==> src/rtl/tx_gearbox_pkg.sv <==
// Shared 64b/66b core constants: block geometry, sync headers and gearbox buffer sizing.
package tx_gearbox_pkg;

    localparam int GB_BLOCK_WIDTH = 66;

    localparam logic [1:0] SYNC_DATA = 2'b01;
    localparam logic [1:0] SYNC_CTRL = 2'b10;

    // Worst case: up to 2*OUT_WIDTH-2 leftover bits plus one freshly appended block.
    function automatic int buf_width(input int block_w, input int out_w);
        return block_w + 2 * out_w - 2;
    endfunction

endpackage

==> src/rtl/tx_gearbox.sv <==
// 66b block -> OUT_WIDTH word gearbox; first bit of a block reaches out_data 2 edges after it is accepted into an empty buffer.
// in_ready depends only on registered occupancy (never on in_valid); an empty buffer emits zeros and counts underruns.
module tx_gearbox
    import tx_gearbox_pkg::*;
#(
    parameter int BLOCK_WIDTH = GB_BLOCK_WIDTH,
    parameter int OUT_WIDTH   = 32
) (
    input  logic                   clk,
    input  logic                   rst_n,
    input  logic [BLOCK_WIDTH-1:0] in_data,
    input  logic                   in_valid,
    output logic                   in_ready,
    output logic [OUT_WIDTH-1:0]   out_data,
    output logic                   out_valid,
    output logic [15:0]            underrun_cnt,
    output logic [7:0]             fill
);

    localparam int         BUF_W     = buf_width(BLOCK_WIDTH, OUT_WIDTH);
    localparam logic [7:0] OW        = 8'(OUT_WIDTH);
    localparam logic [7:0] BW        = 8'(BLOCK_WIDTH);
    localparam logic [7:0] READY_MAX = 8'(2 * OUT_WIDTH - 2);

    logic [BUF_W-1:0]     r_buf;
    logic [7:0]           r_cnt;
    logic [OUT_WIDTH-1:0] r_out_data;
    logic                 r_out_valid;
    logic [15:0]          r_underrun;
    logic                 r_emitted;

    logic                 w_emit;
    logic [7:0]           w_rem;
    logic [BUF_W-1:0]     w_kept;
    logic                 w_accept;

    // Bits below the occupancy are always zero, so OR-ing in the aligned block is enough.
    function automatic logic [BUF_W-1:0] insert_block(
        input logic [BUF_W-1:0]       kept,
        input logic [BLOCK_WIDTH-1:0] blk,
        input logic [7:0]             rem
    );
        logic [BUF_W-1:0] aligned;
        aligned = {blk, {(BUF_W - BLOCK_WIDTH){1'b0}}};
        return kept | (aligned >> rem);
    endfunction

    assign w_emit   = (r_cnt >= OW);
    assign w_rem    = w_emit ? (r_cnt - OW) : r_cnt;
    assign w_kept   = w_emit ? (r_buf << OUT_WIDTH) : r_buf;
    assign in_ready = !rst_n || (w_rem <= READY_MAX);
    assign w_accept = in_valid && in_ready;

    always_ff @(posedge clk) begin
        if (!rst_n) begin
            r_buf       <= '0;
            r_cnt       <= '0;
            r_out_data  <= '0;
            r_out_valid <= 1'b0;
            r_underrun  <= '0;
            r_emitted   <= 1'b0;
        end else begin
            if (w_accept) begin
                r_buf <= insert_block(w_kept, in_data, w_rem);
                r_cnt <= w_rem + BW;
            end else begin
                r_buf <= w_kept;
                r_cnt <= w_rem;
            end

            if (w_emit) begin
                r_out_data  <= r_buf[BUF_W-1 -: OUT_WIDTH];
                r_out_valid <= 1'b1;
                r_emitted   <= 1'b1;
            end else begin
                r_out_data  <= '0;
                r_out_valid <= 1'b0;
                // Startup idle before the first word is not an underrun.
                if (r_emitted && (r_underrun != 16'hFFFF)) begin
                    r_underrun <= r_underrun + 16'd1;
                end
            end
        end
    end

    assign out_data     = r_out_data;
    assign out_valid    = r_out_valid;
    assign underrun_cnt = r_underrun;
    assign fill         = r_cnt;

endmodule
==> config.mk <==
export PLATFORM = sky130hd
export DESIGN_NAME = tx_gearbox
export DESIGN_NICKNAME = d
export VERILOG_FILES = /design/src/rtl/tx_gearbox_pkg.sv /design/src/rtl/tx_gearbox.sv
export SDC_FILE = /design/constraint.sdc
export NUM_CORES = 1
export LEC_CHECK = 0
export CORE_UTILIZATION = 28
export DETAILED_ROUTE_END_ITERATION = 7
export HOLD_SLACK_MARGIN = 0.05
export PLACE_DENSITY_LB_ADDON = 0.25
export SLEW_MARGIN = 10
export SYNTH_ARGS = -nofsm -noshare
export SYNTH_HDL_FRONTEND = slang
export SYNTH_SLANG_ARGS = --single-unit
==> constraint.sdc <==
create_clock -name clk -period 2.88 [get_ports clk]
set_input_delay 0.288 -clock clk [delete_from_list [all_inputs] [get_ports clk]]
set_output_delay 0.288 -clock clk [all_outputs]
set_load 0.02 [all_outputs]
==> results.txt, run 1 <==
----------------------------------------------------
[Run status]
  Run status ... finished, final reports clean

[Critical path]
  CP max FO ... 24
  CP max stage delay ... just over 0.5 ns
  Cell-by-cell listing of the critical path ... buf_4 > buf_4 > mux4_2 > mux2i_1 > buf_4 > o22ai_1 > nor3_1 > o22ai_1
  Cell family with most CP delay ... buffers and inverters
  Crit path DAT ... 3.09 ns
  Reg-to-reg slack, setup ... between 0.1 and 0.15 ns
  Slowest cell on crit path ... sky130_fd_sc_hd__dfxtp_4
  Required @ worst endpoint ... 3.20 ns
  Critical path launch point type ... register
  Number of cells traversed by the worst register-to-register path ... 8
  Setup CP Type ... register to register
  Critical path buffers and inverters ... 3
  Type of destination of the critical path ... register
  Cell seen most often among critical-path stages ... sky130_fd_sc_hd__buf_4
  Reg2Reg Capture Point ... r_buf[36]$_SDFF_PN0_
  R2R Path Start ... fill[3]$_SDFFE_PN0P_

[Hold path]
  Hold WC Path Type ... register to register
  Worst min-delay path startpoint ... r_buf[112]$_SDFF_PN0_
  Endpoint with the worst hold slack ... out_data[16]$_SDFF_PN0_
  Count of cells along the worst hold path ... 1

[STA]
  # setup viols final ... 0
  Period Utilization, post-route ... 0.9631
  Post-layout min period ... 2.774 ns
  Setup TNS after final layout ... 0 ns
  Final Hold Violating Endpoints ... 0
  Setup Skew ... ~0.0074 ns
  Maximum clock frequency ... between 300 and 400 MHz
  Worst hold margin ... roughly 0.46 ns
  Worst slew margin relative to its limit ... 0.2614
  Final number of max-transition violations ... 0
  Slew at the pin with the worst max-slew slack ... between 1 and 1.5 ns
  RSZ-0062 raised after global routing ... no

[Synth]
  Post-synthesis instance total ... approximately 1400
  Synth Area in Compound Gates ... 0.2455
  Post-synthesis average cell area ... 8.534 µm²
  Flop and latch count out of synthesis ... 185
  Adder-cell share of the synthesized area ... 0.005105
  Synth Cell Area ... 12260 µm²
  Synth cell types ... 79
  Multiplexer area fraction after synthesis ... 0.2151
  Sequential fraction of the synthesis area ... 0.3022
  Post-synthesis simple-gate area fraction ... 0.1705
  Dominant combinational cell family by area after synthesis ... compound AO/OA/AOI/OAI gates
  Synthesis Warnings ... 0
  Number of flops mapped to enable cells by yosys ... 0
  Most used flip-flop cell after synthesis ... sky130_fd_sc_hd__dfxtp_1
  Net count of the mapped netlist ... 1510
  Xor and xnor fraction of the mapped netlist area ... 0.01143
  Async S/R FF share, synth ... 0

[Floorplan]
  Area of the placeable core ... 43080 µm²
  Count of standard-cell rows ... 76
  Starting utilization of the core area ... 0.2845
  Width of the chip ... 211.2 µm
  Chip height ... approximately 210 µm
  Count of boundary I/O pins ... 127
  Area enclosed by the die boundary ... 44610 µm²

[Drt]
  Number of design rule violations left after detail routing ... 0
  Drt pass-1 iters ... 6
  Wire per inst ... 25.07 µm
  Final wirelength ... 55.10 mm
  Vias ... 12730
  Drt initial violations ... 1313
  Via/cell ratio ... around 5.8
  DRT antenna net count ... 0

[Job]
  Number of max-capacitance violations reported ... 0

[Clock network]
  Clock root buffer master ... sky130_fd_sc_hd__clkbuf_16
  Number of buffers on the longest clock path ... 2
  Clock latency on the worst-skew pair ... 0.45 ns
  Max H-tree Level ... 4
  CTS sink count ... 185
  TritonCTS clock tree ... built
  Clock transition time at the flip-flop clock pins of the worst setup and hold paths ... 0.07 ns
  Hold-fix buffer count after cts ... 0
  Cts bufs inserted ... 17

[Power]
  Max IR drop VDD ... 0.5555 mV
  Areal power density over the cells ... 1023 nW/µm²
  Leakage ... 5.709 nW

[Global routing]
  Vias in the first global route ... roughly 12000
  Global-route wire length before repair ... 81.76 mm
  Largest net degree at the start of global routing ... 62
  GR Overflow Total ... 0
  Number of antenna violations at the first check in global routing ... 0
  Total track usage ... 0.2458

[Layout]
  Relative area change from synthesis to final layout ... 28.00%
  Fraction of final layout cells sized beyond drive strength 1 ... 0.1886
  Nets ... roughly 1700
  Fill cells ... 4436

[Placement]
  Routability congestion estimate ... approximately 0.97
  HPWL after detailed placement ... 42.06 mm
  Number of input and output port buffers inserted ... 125

----------------------------------------------------
[layout make-up]
type	instances	area [µm²]	area share
Multi-Input combinational cell	1111	8034	0.5121
Sequential cell	185	3715	0.2368
Timing Repair Buffer	274	2585	0.1648
Tap cell	585	732.0	0.04666
Clock buffer	17	425.4	0.02712
Clock inverter	12	143.9	0.009172
Inverter	13	50.05	0.003190
Antenna cell	1	2.502	0.0001595
[logic make-up (layout without fill, tap and decap cells)]
logic type / count (synthesis) / in the layout
buf+inv: 140 / 316
simple gates: 454 / 454
other cells: 1 / 2
fa+ha+maj: 5 / 5
flops: 185 / 185
xor+xnor: 16 / 16
compound gates: 435 / 435
mux: 200 / 200
[synth_stat cells, types with 15 or more instances]
master	number	share of area
sky130_fd_sc_hd__a21oi_1	61	0.025
sky130_fd_sc_hd__a221o_1	16	0.013
sky130_fd_sc_hd__a31oi_1	32	0.016
sky130_fd_sc_hd__and2_1	38	0.019
sky130_fd_sc_hd__buf_2	34	0.014
sky130_fd_sc_hd__clkbuf_1	79	0.024
sky130_fd_sc_hd__dfxtp_1	185	0.30
sky130_fd_sc_hd__mux2_2	44	0.040
sky130_fd_sc_hd__mux2i_1	110	0.090
sky130_fd_sc_hd__mux4_2	45	0.083
sky130_fd_sc_hd__nand2_1	178	0.055
sky130_fd_sc_hd__nand3_1	17	0.0069
sky130_fd_sc_hd__nor2_1	106	0.032
sky130_fd_sc_hd__nor3_1	46	0.019
sky130_fd_sc_hd__o211ai_1	17	0.010
sky130_fd_sc_hd__o21ai_0	62	0.025
sky130_fd_sc_hd__o221ai_1	19	0.014
sky130_fd_sc_hd__o22ai_1	83	0.042
sky130_fd_sc_hd__xnor2_1	15	0.011
[worst max path at each step]
stage,to,slack (ns),depth (start not counted),from
detailed placement,r_buf[36]$_SDFF_PN0_,0.12,8,fill[2]$_SDFFE_PN0P_
CTS,r_buf[36]$_SDFF_PN0_,0.11,8,fill[2]$_SDFFE_PN0P_
global placement,r_buf[36]$_SDFF_PN0_,0.13,8,fill[2]$_SDFFE_PN0P_
floorplan,r_buf[40]$_SDFF_PN0_,0.01,12,fill[1]$_SDFFE_PN0P_
finish,r_buf[36]$_SDFF_PN0_,0.11,8,fill[3]$_SDFFE_PN0P_
global route,r_buf[65]$_SDFF_PN0_,0.02,7,fill[6]$_SDFF_PN0_
[repair_timing]
item	4_1_cts	5_1_grt
endpoints found under the hold margin	0	0
pin swaps	0	1
setup endpoints to repair	1	6
buffers inserted	0	2
resized for setup	1	3
[registers in the layout, indices dropped and copies added, names as in the netlist]
name and count:
fill 7, out_data 32, out_valid 1, r_buf 128, r_emitted 1, underrun_cnt 16
[through the flow]
stage | cell area, µm² | utilization | cells | power, mW | setup WS [ns]
3_5_place_dp | 15090 | 0.3503 | 2166 | 13.44 | 0.1171
6_report | 15690 | 0.3642 | 2198 | 16.04 | 0.1063
4_1_cts | 15660 | 0.3635 | 2195 | 15.87 | 0.1052
3_3_place_gp | 15090 | 0.3503 | 2166 | 13.44 | 0.1253
2_1_floorplan | 12290 | - | 1436 | 9.162 | 0.01222
5_1_grt | 15690 | 0.3641 | 2197 | 16.77 | 0.02132
[power breakdown]
part	switching [mW]	internal, mW
Combinational	6.10	3.95
Clock	1.12	1.28
Sequential	0.391	3.20
[cell usage in the layout, fill, tap and decap left out, drive strengths merged, types with 7 or more instances in the layout]
cell	instances
clkbuf	17
nor2b	8
nand4	8
nand3	17
inv	16
o211ai	17
o22ai	83
o21ai	68
clkdlybuf4s50	124
nor3	46
a211oi	11
mux2	44
a31oi	32
a21oi	61
mux4	46
or2	9
and2	38
dfxtp	185
a221o	16
nor2	107
a22oi	8
nor4	8
o21a	14
nand2	178
o311ai	7
a22o	7
o31ai	10
a211o	14
a221oi	10
o221ai	19
buf	149
mux2i	110
xnor2	15
or3	13
[routing by layer]
layer  global-route usage  wire length [µm]  part of all wire
met4               0.1099              2178             0.040
met2               0.3531             22880              0.42
met3              0.05501              4627             0.084
met1               0.3476             25410              0.46
met5                    0                 0                 0
No activity file was read; power rests on OpenSTA's default activity.
==> run 2: changes to the inputs <==
--- a/config.mk
+++ b/config.mk
@@ -5,7 +5,7 @@
 export SDC_FILE = /design/constraint.sdc
 export NUM_CORES = 1
 export LEC_CHECK = 0
-export CORE_UTILIZATION = 28
+export CORE_UTILIZATION = 53
 export DETAILED_ROUTE_END_ITERATION = 7
 export HOLD_SLACK_MARGIN = 0.05
 export PLACE_DENSITY_LB_ADDON = 0.25
==> run 2 against run 1 <==
Hold slack worse by 0.0021 ns. Global-route usage is 17 points higher. Core utilization is 30 points higher. Clock skew is 0.013 ns higher. Die area is 47% lower. Register-to-register slack better by 0.07 ns. Sequential share of layout area is 0.93 points higher. Final cell count is 15% lower. Routed wire length is 12% lower. Maximum frequency is 2.8% higher. Critical path depth is 1 lower. Non-clock buffer count is 23 lower.
==> results.txt, run 2 (synthesis gave the netlist of run 1 again) <==
----------------------------------------------------
[Critical path]
  Critical path launch point type ... register
  Cell family with most CP delay ... compound AO/OA/AOI/OAI gates
  Setup CP Type ... register to register
  Type of destination of the critical path ... register
  Cell-by-cell listing of the critical path ... buf_12 > buf_4 > mux2i_1 > o22ai_1 > nor3_1 > a211o_1 > a211oi_1
  Reg-to-reg slack, setup ... 0.18 ns
  Crit path DAT ... 2.97 ns
  CP max FO ... 25
  R2R Path Start ... fill[2]$_SDFFE_PN0P_
  Required @ worst endpoint ... roughly 3.2 ns
  Number of cells traversed by the worst register-to-register path ... 7
  Critical path buffers and inverters ... 2
  Slowest cell on crit path ... sky130_fd_sc_hd__a211oi_1
  Reg2Reg Capture Point ... r_buf[32]$_SDFF_PN0_
  CP max stage delay ... 0.50 ns

[STA]
  Post-layout min period ... 2.699 ns
  Maximum clock frequency ... between 300 and 400 MHz
  Slew at the pin with the worst max-slew slack ... 1.253 ns
  Setup Skew ... slightly above 0.02 ns
  Setup TNS after final layout ... 0 ns
  Worst slew margin relative to its limit ... 0.1557
  Final Hold Violating Endpoints ... 0
  Final number of max-transition violations ... 0
  Period Utilization, post-route ... 0.9372
  # setup viols final ... 0
  RSZ-0062 raised after global routing ... no
  Worst hold margin ... 0.4542 ns
  Final worst-path setup slack ... 0.1810 ns

[Clock network]
  Number of cells upsized or downsized after cts ... 2
  Number of buffers on the longest clock path ... 2
  Post-CTS repair timing setup buffer count ... 0
  Clock transition time at the flip-flop clock pins of the worst setup and hold paths ... 0.09 ns
  Hold-fix buffer count after cts ... 0
  Clock latency on the worst-skew pair ... 0.45 ns
  CTS sink count ... 185
  Cts bufs inserted ... 17
  TritonCTS clock tree ... built
  Clock root buffer master ... sky130_fd_sc_hd__clkbuf_16
  Max H-tree Level ... 4

[Placement]
  Number of input and output port buffers inserted ... 125
  HPWL after detailed placement ... 35.74 mm
  Routability congestion estimate ... between 1 and 1.5
  Worst-case setup slack after placement ... 0.2184 ns

[Drt]
  Number of design rule violations left after detail routing ... 0
  Drt initial violations ... 1823
  Vias ... between 10000 and 15000
  Drt pass-1 iters ... 7
  Final wirelength ... 48.58 mm
  DRT antenna net count ... 0
  Via/cell ratio ... between 6 and 7
  Wire per inst ... 25.88 µm

[Layout]
  Fill cells ... roughly 1900
  Most flops, register ... r_buf
  Most common cell after layout, fill and taps aside ... sky130_fd_sc_hd__dfxtp_1
  Commonest cells after routing, fill and taps aside ... sky130_fd_sc_hd__dfxtp_1 (180), sky130_fd_sc_hd__nand2_1 (177), sky130_fd_sc_hd__clkdlybuf4s50_1 (124), sky130_fd_sc_hd__buf_4 (113), sky130_fd_sc_hd__mux2i_1 (110)
  Max FFs per register ... 128
  Final antenna diode count ... 0
  Relative area change from synthesis to final layout ... 23.15%
  Fraction of final layout cells sized beyond drive strength 1 ... 0.1771
  Nets ... between 1500 and 2000

[Floorplan]
  Starting utilization of the core area ... 0.5413
  Count of standard-cell rows ... 55
  Area of the placeable core ... ~23000 µm²
  Chip height ... 154.1 µm
  Area enclosed by the die boundary ... 23740 µm²
  Width of the chip ... between 150 and 200 µm
  Count of boundary I/O pins ... 127

[Power]
  Max IR drop VDD ... 0.9048 mV
  Leakage ... 5.603 nW
  Areal power density over the cells ... 1032 nW/µm²
  Total power ... 15.57 mW

[Hold path]
  Count of cells along the worst hold path ... 1
  Worst min-delay path startpoint ... r_buf[121]$_SDFF_PN0_
  Hold WC Path Type ... register to register
  Endpoint with the worst hold slack ... out_data[25]$_SDFF_PN0_

[Global routing]
  Largest net degree at the start of global routing ... 65
  Number of antenna violations at the first check in global routing ... 0
  Vias in the first global route ... 12269
  Global-route wire length before repair ... ~75 mm
  GR Overflow Total ... 0
  Total track usage ... 0.4125

[Job]
  Number of max-capacitance violations reported ... 0

[Run status]
  Run status ... finished, final reports clean

----------------------------------------------------
==> run 2: changes by cell type in the layout (fill, tap and decap cells not counted), sizes merged <==
| cell | previous run | this run |
|---|---|---|
| diode | 1 | 0 |
| clkinvlp | 4 | 0 |
| bufinv | 2 | 0 |
| buf | 149 | 126 |
| clkinv | 3 | 7 |
| clkbuf | 17 | 18 |
| inv | 16 | 20 |
==> run 2: stage by stage <==
step / util / cell area [µm²] / instances
2_1_floorplan: - / 12290 / 1436
3_3_place_gp: 0.6405 / 14500 / 1845
3_5_place_dp: 0.6405 / 14500 / 1845
4_1_cts: 0.6666 / 15090 / 1877
5_1_grt: 0.6666 / 15090 / 1877
6_report: 0.6666 / 15090 / 1877
==> run 2: metal layers <==
layer	wire length [µm]	global-route usage	vias up	part of all wire
li1	-	-	5759	-
met1	19820	0.5739	6129	0.41
met2	19630	0.5729	990	0.40
met3	6795	0.1302	148	0.14
met4	2342	0.1990	0	0.048
met5	0	0	-	0
==> run 2: worst max-delay path by stage <==
stage                                     from                   end  slack (ns)  cells after the start
final                     fill[2]$_SDFFE_PN0P_  r_buf[32]$_SDFF_PN0_        0.18                      7
after global routing      fill[2]$_SDFFE_PN0P_  r_buf[31]$_SDFF_PN0_        0.06                      8
after CTS                 fill[2]$_SDFFE_PN0P_              in_ready        0.20                      6
after detailed placement            in_data[1]  r_buf[31]$_SDFF_PN0_        0.22                      7
after global placement              in_data[1]  r_buf[31]$_SDFF_PN0_        0.22                      7
after floorplan           fill[1]$_SDFFE_PN0P_  r_buf[40]$_SDFF_PN0_        0.01                     12
==> run 2: where the power goes <==
part / total (mW) / internal, mW / switching, mW / leakage (nW)
clock: 2.40 / 1.19 / 1.22 / 0.290
combinational: 9.59 / 3.69 / 5.91 / 3.81
sequential: 3.57 / 3.20 / 0.375 / 1.50
total: 15.6 / 8.07 / 7.50 / 5.60
==> run 2: final cells by class <==
| cell class | instances | area (µm²) | area share |
|---|---|---|---|
| Inverter | 13 | 50.05 | 0.003316 |
| Clock inverter | 14 | 148.9 | 0.009865 |
| Timing Repair Buffer | 251 | 2359 | 0.1563 |
| Clock buffer | 18 | 439.2 | 0.02910 |
| Sequential cell | 185 | 3715 | 0.2461 |
| Multi-Input combinational cell | 1111 | 8025 | 0.5317 |
| Tap cell | 285 | 356.6 | 0.02363 |
